==> src/rtl/mul_div_unit_if.sv <==
// mul_div_unit_if
//   Issue/result bundle between the execute stage and the multiply/divide unit.
//   The master (execute stage) drives the operands, the op code and the Start
//   strobe. The slave (mul_div_unit) returns Busy and the HI/LO register pair.
//   Signals:
//     SrcA    [31:0]  multiplicand / dividend / MTHI-MTLO data
//     SrcB    [31:0]  multiplier / divisor
//     MDUCtrl [2:0]   0 MULT, 1 MULTU, 2 DIV, 3 DIVU, 4 MTHI, 5 MTLO, 6-7 reserved
//     Start           issue strobe, sampled on the rising clock edge
//     Busy            multiply/divide in progress
//     HI      [31:0]  product high word / remainder
//     LO      [31:0]  product low word / quotient
interface mul_div_unit_if;
  logic [31:0] SrcA;
  logic [31:0] SrcB;
  logic [2:0]  MDUCtrl;
  logic        Start;
  logic        Busy;
  logic [31:0] HI;
  logic [31:0] LO;

  modport master (
    output SrcA, SrcB, MDUCtrl, Start,
    input  Busy, HI, LO
  );

  modport slave (
    input  SrcA, SrcB, MDUCtrl, Start,
    output Busy, HI, LO
  );
endinterface

==> src/rtl/mul_div_unit.sv <==
// mul_div_unit
//   Iterative multiply/divide unit that owns the HI/LO register pair.
//   MULT/MULTU use shift-add and DIV/DIVU use restoring division. Each
//   processes one bit per cycle for 32 cycles, followed by one fix-up cycle
//   that applies the sign correction and writes HI/LO. Busy is high for 33
//   cycles in total. MTHI/MTLO write HI or LO directly from IDLE.
//   Ports:
//     clk    rising-edge clock
//     rst_n  asynchronous active-low reset
//     bus    mul_div_unit_if.slave (SrcA, SrcB, MDUCtrl, Start in; Busy, HI, LO out)
module mul_div_unit (
  input  logic           clk,
  input  logic           rst_n,
  mul_div_unit_if.slave  bus
);

  typedef enum logic [1:0] {
    S_IDLE = 2'd0,
    S_RUN  = 2'd1,
    S_FIX  = 2'd2
  } state_t;

  localparam logic [2:0] OP_MULT  = 3'd0;
  localparam logic [2:0] OP_MULTU = 3'd1;
  localparam logic [2:0] OP_DIV   = 3'd2;
  localparam logic [2:0] OP_DIVU  = 3'd3;
  localparam logic [2:0] OP_MTHI  = 3'd4;
  localparam logic [2:0] OP_MTLO  = 3'd5;

  // Magnitude of a two's-complement word; -2^31 maps to 32'h80000000 read as unsigned.
  function automatic logic [31:0] abs32(input logic [31:0] v);
    logic [31:0] r;
    if (v[31]) begin
      r = ~v + 32'd1;
    end else begin
      r = v;
    end
    return r;
  endfunction

  function automatic logic [31:0] cond_neg32(input logic neg, input logic [31:0] v);
    logic [31:0] r;
    if (neg) begin
      r = ~v + 32'd1;
    end else begin
      r = v;
    end
    return r;
  endfunction

  function automatic logic [63:0] cond_neg64(input logic neg, input logic [63:0] v);
    logic [63:0] r;
    if (neg) begin
      r = ~v + 64'd1;
    end else begin
      r = v;
    end
    return r;
  endfunction

  state_t      state_q, state_d;
  logic [4:0]  cnt_q, cnt_d;
  logic        busy_q, busy_d;
  logic [31:0] hi_q, hi_d;
  logic [31:0] lo_q, lo_d;
  // Multiply: acc = {partial product, remaining multiplier bits}; opnd = multiplicand.
  // Divide:   acc = {partial remainder, dividend/quotient bits}; opnd = divisor.
  logic [63:0] acc_q, acc_d;
  logic [31:0] opnd_q, opnd_d;
  logic        is_div_q, is_div_d;
  logic        neg_res_q, neg_res_d;  // product / quotient is negative
  logic        neg_rem_q, neg_rem_d;  // remainder takes the dividend's sign
  logic        div0_q, div0_d;

  // Per-iteration datapath signals.
  logic [32:0] mul_sum_s;
  logic [63:0] mul_next_s;
  logic [32:0] div_shift_s;
  logic        div_ge_s;
  logic [31:0] div_rem_s;
  logic [63:0] div_next_s;

  // Issue decode signals.
  logic        iss_signed_s;
  logic        iss_div_s;
  logic [31:0] iss_a_s;
  logic [31:0] iss_b_s;

  // One shift-add step and one restoring-division step, computed every cycle.
  always_comb begin
    // Add the multiplicand when the current multiplier bit is set, then shift
    // the 65-bit {carry, acc} right by one.
    if (acc_q[0]) begin
      mul_sum_s = {1'b0, acc_q[63:32]} + {1'b0, opnd_q};
    end else begin
      mul_sum_s = {1'b0, acc_q[63:32]};
    end
    mul_next_s = {mul_sum_s, acc_q[31:1]};

    // Bring the next dividend bit into the 33-bit partial remainder. When the
    // remainder is at least the divisor, the 32-bit difference is exact
    // because the result is below the divisor.
    div_shift_s = {acc_q[63:32], acc_q[31]};
    div_ge_s    = (div_shift_s >= {1'b0, opnd_q});
    if (div_ge_s) begin
      div_rem_s = div_shift_s[31:0] - opnd_q;
    end else begin
      div_rem_s = div_shift_s[31:0];
    end
    div_next_s = {div_rem_s, acc_q[30:0], div_ge_s};
  end

  // Operand conditioning for a newly issued multiply/divide.
  always_comb begin
    iss_div_s    = bus.MDUCtrl[1];
    iss_signed_s = ~bus.MDUCtrl[0];
    if (iss_signed_s) begin
      iss_a_s = abs32(bus.SrcA);
      iss_b_s = abs32(bus.SrcB);
    end else begin
      iss_a_s = bus.SrcA;
      iss_b_s = bus.SrcB;
    end
  end

  // Next-state logic for the control FSM and datapath registers.
  always_comb begin
    state_d   = state_q;
    cnt_d     = cnt_q;
    busy_d    = busy_q;
    hi_d      = hi_q;
    lo_d      = lo_q;
    acc_d     = acc_q;
    opnd_d    = opnd_q;
    is_div_d  = is_div_q;
    neg_res_d = neg_res_q;
    neg_rem_d = neg_rem_q;
    div0_d    = div0_q;

    case (state_q)
      S_IDLE: begin
        if (bus.Start) begin
          case (bus.MDUCtrl)
            OP_MULT, OP_MULTU, OP_DIV, OP_DIVU: begin
              is_div_d  = iss_div_s;
              neg_res_d = iss_signed_s & (bus.SrcA[31] ^ bus.SrcB[31]);
              neg_rem_d = iss_signed_s & bus.SrcA[31];
              div0_d    = iss_div_s & (bus.SrcB == 32'd0);
              if (iss_div_s) begin
                acc_d  = {32'd0, iss_a_s};
                opnd_d = iss_b_s;
              end else begin
                acc_d  = {32'd0, iss_b_s};
                opnd_d = iss_a_s;
              end
              cnt_d   = 5'd0;
              busy_d  = 1'b1;
              state_d = S_RUN;
            end
            OP_MTHI: begin
              hi_d = bus.SrcA;
            end
            OP_MTLO: begin
              lo_d = bus.SrcA;
            end
            default: begin
              // Reserved op codes leave everything untouched.
              state_d = S_IDLE;
            end
          endcase
        end else begin
          state_d = S_IDLE;
        end
      end

      S_RUN: begin
        if (is_div_q) begin
          acc_d = div_next_s;
        end else begin
          acc_d = mul_next_s;
        end
        // The counter wraps back to 0 after the last iteration.
        cnt_d = cnt_q + 5'd1;
        if (cnt_q == 5'd31) begin
          state_d = S_FIX;
        end else begin
          state_d = S_RUN;
        end
      end

      S_FIX: begin
        if (is_div_q) begin
          // Divide-by-zero naturally leaves rem = |dividend|. Applying the
          // dividend's sign restores the original SrcA in HI.
          hi_d = cond_neg32(neg_rem_q, acc_q[63:32]);
          if (div0_q) begin
            lo_d = 32'hFFFF_FFFF;
          end else begin
            lo_d = cond_neg32(neg_res_q, acc_q[31:0]);
          end
        end else begin
          {hi_d, lo_d} = cond_neg64(neg_res_q, acc_q);
        end
        busy_d  = 1'b0;
        state_d = S_IDLE;
      end

      default: begin
        busy_d  = 1'b0;
        cnt_d   = 5'd0;
        state_d = S_IDLE;
      end
    endcase
  end

  // State and datapath registers. Reset abandons any operation in flight.
  always_ff @(posedge clk or negedge rst_n) begin
    if (!rst_n) begin
      state_q   <= S_IDLE;
      cnt_q     <= 5'd0;
      busy_q    <= 1'b0;
      hi_q      <= 32'd0;
      lo_q      <= 32'd0;
      acc_q     <= 64'd0;
      opnd_q    <= 32'd0;
      is_div_q  <= 1'b0;
      neg_res_q <= 1'b0;
      neg_rem_q <= 1'b0;
      div0_q    <= 1'b0;
    end else begin
      state_q   <= state_d;
      cnt_q     <= cnt_d;
      busy_q    <= busy_d;
      hi_q      <= hi_d;
      lo_q      <= lo_d;
      acc_q     <= acc_d;
      opnd_q    <= opnd_d;
      is_div_q  <= is_div_d;
      neg_res_q <= neg_res_d;
      neg_rem_q <= neg_rem_d;
      div0_q    <= div0_d;
    end
  end

  assign bus.Busy = busy_q;
  assign bus.HI   = hi_q;
  assign bus.LO   = lo_q;

endmodule

==> src/flat_wrapper.sv <==
// flat-port wrapper written by rule: the top's interface ports become plain ports
module mul_div_unit_flat 
  (clk, rst_n, bus_SrcA, bus_SrcB, bus_MDUCtrl, bus_Start, bus_Busy, bus_HI, bus_LO);
  mul_div_unit_if bus_i ();
  input  logic clk;
  input  logic rst_n;
  input wire logic [$bits(bus_i.SrcA)-1:0] bus_SrcA;
  input wire logic [$bits(bus_i.SrcB)-1:0] bus_SrcB;
  input wire logic [$bits(bus_i.MDUCtrl)-1:0] bus_MDUCtrl;
  input wire logic [$bits(bus_i.Start)-1:0] bus_Start;
  output wire logic [$bits(bus_i.Busy)-1:0] bus_Busy;
  output wire logic [$bits(bus_i.HI)-1:0] bus_HI;
  output wire logic [$bits(bus_i.LO)-1:0] bus_LO;
  assign bus_i.SrcA = bus_SrcA;
  assign bus_i.SrcB = bus_SrcB;
  assign bus_i.MDUCtrl = bus_MDUCtrl;
  assign bus_i.Start = bus_Start;
  assign bus_Busy = bus_i.Busy;
  assign bus_HI = bus_i.HI;
  assign bus_LO = bus_i.LO;
  mul_div_unit u_core (.clk(clk), .rst_n(rst_n), .bus(bus_i));
endmodule
==> config.mk <==
export PLATFORM = sky130hd
export DESIGN_NAME = mul_div_unit_flat
export DESIGN_NICKNAME = d
export VERILOG_FILES = /design/src/rtl/mul_div_unit_if.sv /design/src/rtl/mul_div_unit.sv /design/src/flat_wrapper.sv
export SDC_FILE = /design/constraint.sdc
export NUM_CORES = 1
export LEC_CHECK = 0
export BUFFER_PORTS_ARGS = -buffer_cell sky130_fd_sc_hd__buf_2
export CAP_MARGIN = 5
export CORE_ASPECT_RATIO = 0.7
export CORE_UTILIZATION = 55
export DETAILED_ROUTE_END_ITERATION = 7
export GPL_TIMING_DRIVEN = 0
export PLACE_DENSITY = 0.77
export SYNTH_ARGS = -nofsm -noshare
export SYNTH_HDL_FRONTEND = slang
export SYNTH_SLANG_ARGS = --single-unit
==> constraint.sdc <==
create_clock -name clk -period 3.15 [get_ports clk]
set_clock_uncertainty 0.15 [all_clocks]
set_input_delay 0.1575 -clock clk [delete_from_list [all_inputs] [get_ports clk]]
set_output_delay 0.1575 -clock clk [all_outputs]
set_load 0.03 [all_outputs]
==> reports/metrics.cfg <==
[die]
io_pins=135
die_w_um=200
num_rows=50
die_area_um2=28300
die_y_um=141
core_area_um2=26900
start_util_pct=56.4

[clocking]
cts_tree=done
cts.sinks=172
cts_max_path_buffers=2
root_buffer=clkbuf_16
h-tree-depth=4
clk_latency_ps=470
cts_buffers=17
clk_pin_slew_ps=70

[outcome]
status=finished with violations
violations=setup timing

[final_layout]
fin_util_pct=74.5
regArea_um2=4340
multi_input_area_um2=11800
antenna_cells=0
layout-drive-gt1-share_pct=26.1
layout.nets=2411
nFillCells=2024
synthToLayoutAreaGrowth_pct=32.2

[route]
drc=0
drt_iter0_markers=3018
totalWireLength_mm=72.1
routed_via_density=6.89
wl_per_cell_um=27.3
final_antenna_net_count=0
vias=18241
drt_pass1_iterations=8

[synthesis]
yosys-top-cells-count=o21ai_0, a21oi_1, nand2_1, dfrtp_1, nor2_1
syn_avg_cell_area_um2=7.62
syn-num-nets=2131
ys_warn_count=0
synth-seq-cells=172
synth.distinct_cells=77
synth.yosys.seq_area_share_pct=28.4
postSynth.asyncResetShare_pct=100
syn_area_um2=15200
yosysTopAreaCell=dfrtp_1
synth_top_area_share_pct=28.4
synth_area_leaders=dfrtp_1, o21ai_0, a21oi_1
synth.most_common_cell=o21ai_0
synth_edf_count=0
synthFlopType=dfrtp_1
syn_inst=1989

[worst_setup_path]
required_ps=3330
cp-end-kind=register
rrSetupSlack_ps=-490
path_max_fanout=3
r2r-start=u_core.acc_q[18]$_DFFE_PN0P_
start_kind=register
r2r-end=u_core.bus.HI[30]$_DFFE_PN0P_
ff2ff_path_depth=10
critPathKind=register to register
crit_arrival_ps=3820

[placement]
globalplace.congestion=1.04
hpwl_mm=50.8
numPortBuffers=131

[flow_run]
drv_cap=0

[sta]
slew_headroom_pct=7.22
hold_viol_final=0
period_share_pct=116
finalSetupViolations=73
final.min_clock_period_ps=3640
rsz0062_at_grt=true
layout_setup_ws_ps=-494
fmax_ghz=0.274
slew_violations=0
worstMarginPinSlew_ps=1390

[global_routing]
grt_pass1_wl_mm=101
grt_pass1_vias=15812
antenna_found_initial=0
grt_usage_pct=48.0
grt-ovfl-total=0
grt_max_degree=97

[worst_hold_path]
hold_depth=3
worstHoldStart=bus_SrcA[29]
hold_class=input pin to register
holdPathEnd=u_core.bus.LO[29]$_DFFE_PN0P_

==> per-stage QoR <==
step	instances	setup TNS (ps)	setup slack (ps)	hold slack, ps	area [um^2]
after floorplan	1989	-2100	-317	-288	15200
after global placement	2484	-218880	-1330	309	16300
after detailed placement	2485	-52000	-937	89.8	16300
after CTS	2616	-15640	-442	1.10	18700
after global routing	2646	-24830	-539	-9.53	20000
final	2646	-21400	-494	7.56	20000
==> worst max-delay path by stage <==
| stage | start | to | slack (ps) | depth (start not counted) |
|---|---|---|---|---|
| CTS | u_core.acc_q[16]$_DFFE_PN0P_ | u_core.bus.HI[30]$_DFFE_PN0P_ | -440 | 11 |
| finish | u_core.acc_q[18]$_DFFE_PN0P_ | u_core.bus.HI[30]$_DFFE_PN0P_ | -490 | 10 |
| global route | u_core.acc_q[18]$_DFFE_PN0P_ | u_core.bus.HI[30]$_DFFE_PN0P_ | -540 | 10 |
| floorplan | u_core.acc_q[16]$_DFFE_PN0P_ | u_core.bus.HI[30]$_DFFE_PN0P_ | -320 | 11 |
| global placement | rst_n | u_core.acc_q[32]$_DFFE_PN0P_ | -1330 | 1 |
| detailed placement | u_core.acc_q[36]$_DFFE_PN0P_ | u_core.acc_q[49]$_DFFE_PN0P_ | -940 | 10 |
==> registers in the layout, indices dropped and copies added, names as in the netlist <==
signal,count
u_core.cnt_q,5
u_core.neg_res_q,1
u_core.neg_rem_q,1
u_core.div0_q,1
u_core.opnd_q,32
u_core.bus.Busy,1
u_core.is_div_q,1
u_core.acc_q,64
u_core.bus.LO,32
u_core.state_q,2
u_core.bus.HI,32
==> layer usage <==
| metal | GRT usage, % | wire, um | vias to the layer above |
|---|---|---|---|
| li1 | - | - | 7709 |
| met1 | 68.2 | 28500 | 8573 |
| met2 | 63.0 | 27100 | 1649 |
| met3 | 21.9 | 13100 | 308 |
| met4 | 16.3 | 3390 | 2 |
| met5 | 0.680 | 48 | - |
==> cells in the final DEF (no fill, tap or decap), types with 18 or more instances in the layout <==
cell and n:
nand2_1 193, a21oi_1 177, o21ai_0 157, nor2_1 150, dfrtp_1 144, buf_2 134
clkbuf_1 107, xnor2_1 85, buf_4 76, inv_1 62, mux2i_1 52, o21ai_1 52
xor2_1 49, ha_1 43, nor3_1 40, a21oi_2 37, o22ai_1 28, buf_6 28
dfrtp_2 28, xnor2_2 27, dlygate4sd3_1 27, nor2b_1 24, a21o_1 23, o21ai_2 21
clkbuf_16 20, ha_4 20, a22o_1 18
==> critical path, stage by stage (launching register included) <==
cell and delay, ps:
dfrtp_2 450, or4_4 550, or3_4 340, or4b_4 510
or3_4 400, or3_4 410, o211ai_2 90, nand3_2 130
o31ai_4 230, xnor2_2 160, a21oi_2 80
==> cell type report <==
type,count,area share [%]
Multi-Input combinational cell,1604,58.7
Sequential cell,172,21.6
Timing Repair Buffer,275,10.3
Buffer,132,2.90
Tap cell,364,2.27
Clock buffer,19,2.16
Inverter,67,1.28
Clock inverter,13,0.662
==> cells by family (layout without fill, tap and decap cells) <==
kind of cell,after synthesis,count (layout),synth area share [%]
flip-flops,172,172,28.4
adder cells (fa/ha/maj),72,72,6.04
AND/OR/NAND/NOR,609,609,18.9
multiplexers,65,65,4.37
buffers and inverters,213,506,5.39
XOR/XNOR,169,169,9.76
AO/OA/AOI/OAI,689,689,27.1
==> timing repair <==
action,CTS,global route
buffers inserted,81,44
pin swaps,96,115
gates resized for setup,259,240
endpoints found under the hold margin,122,0
setup endpoints to repair,77,93
hold buffers,27,0
cloned,2,2
Power is left out: the tool's default activity adds up to more than one toggle a clock period on the data nets, which glitch-free logic cannot reach.
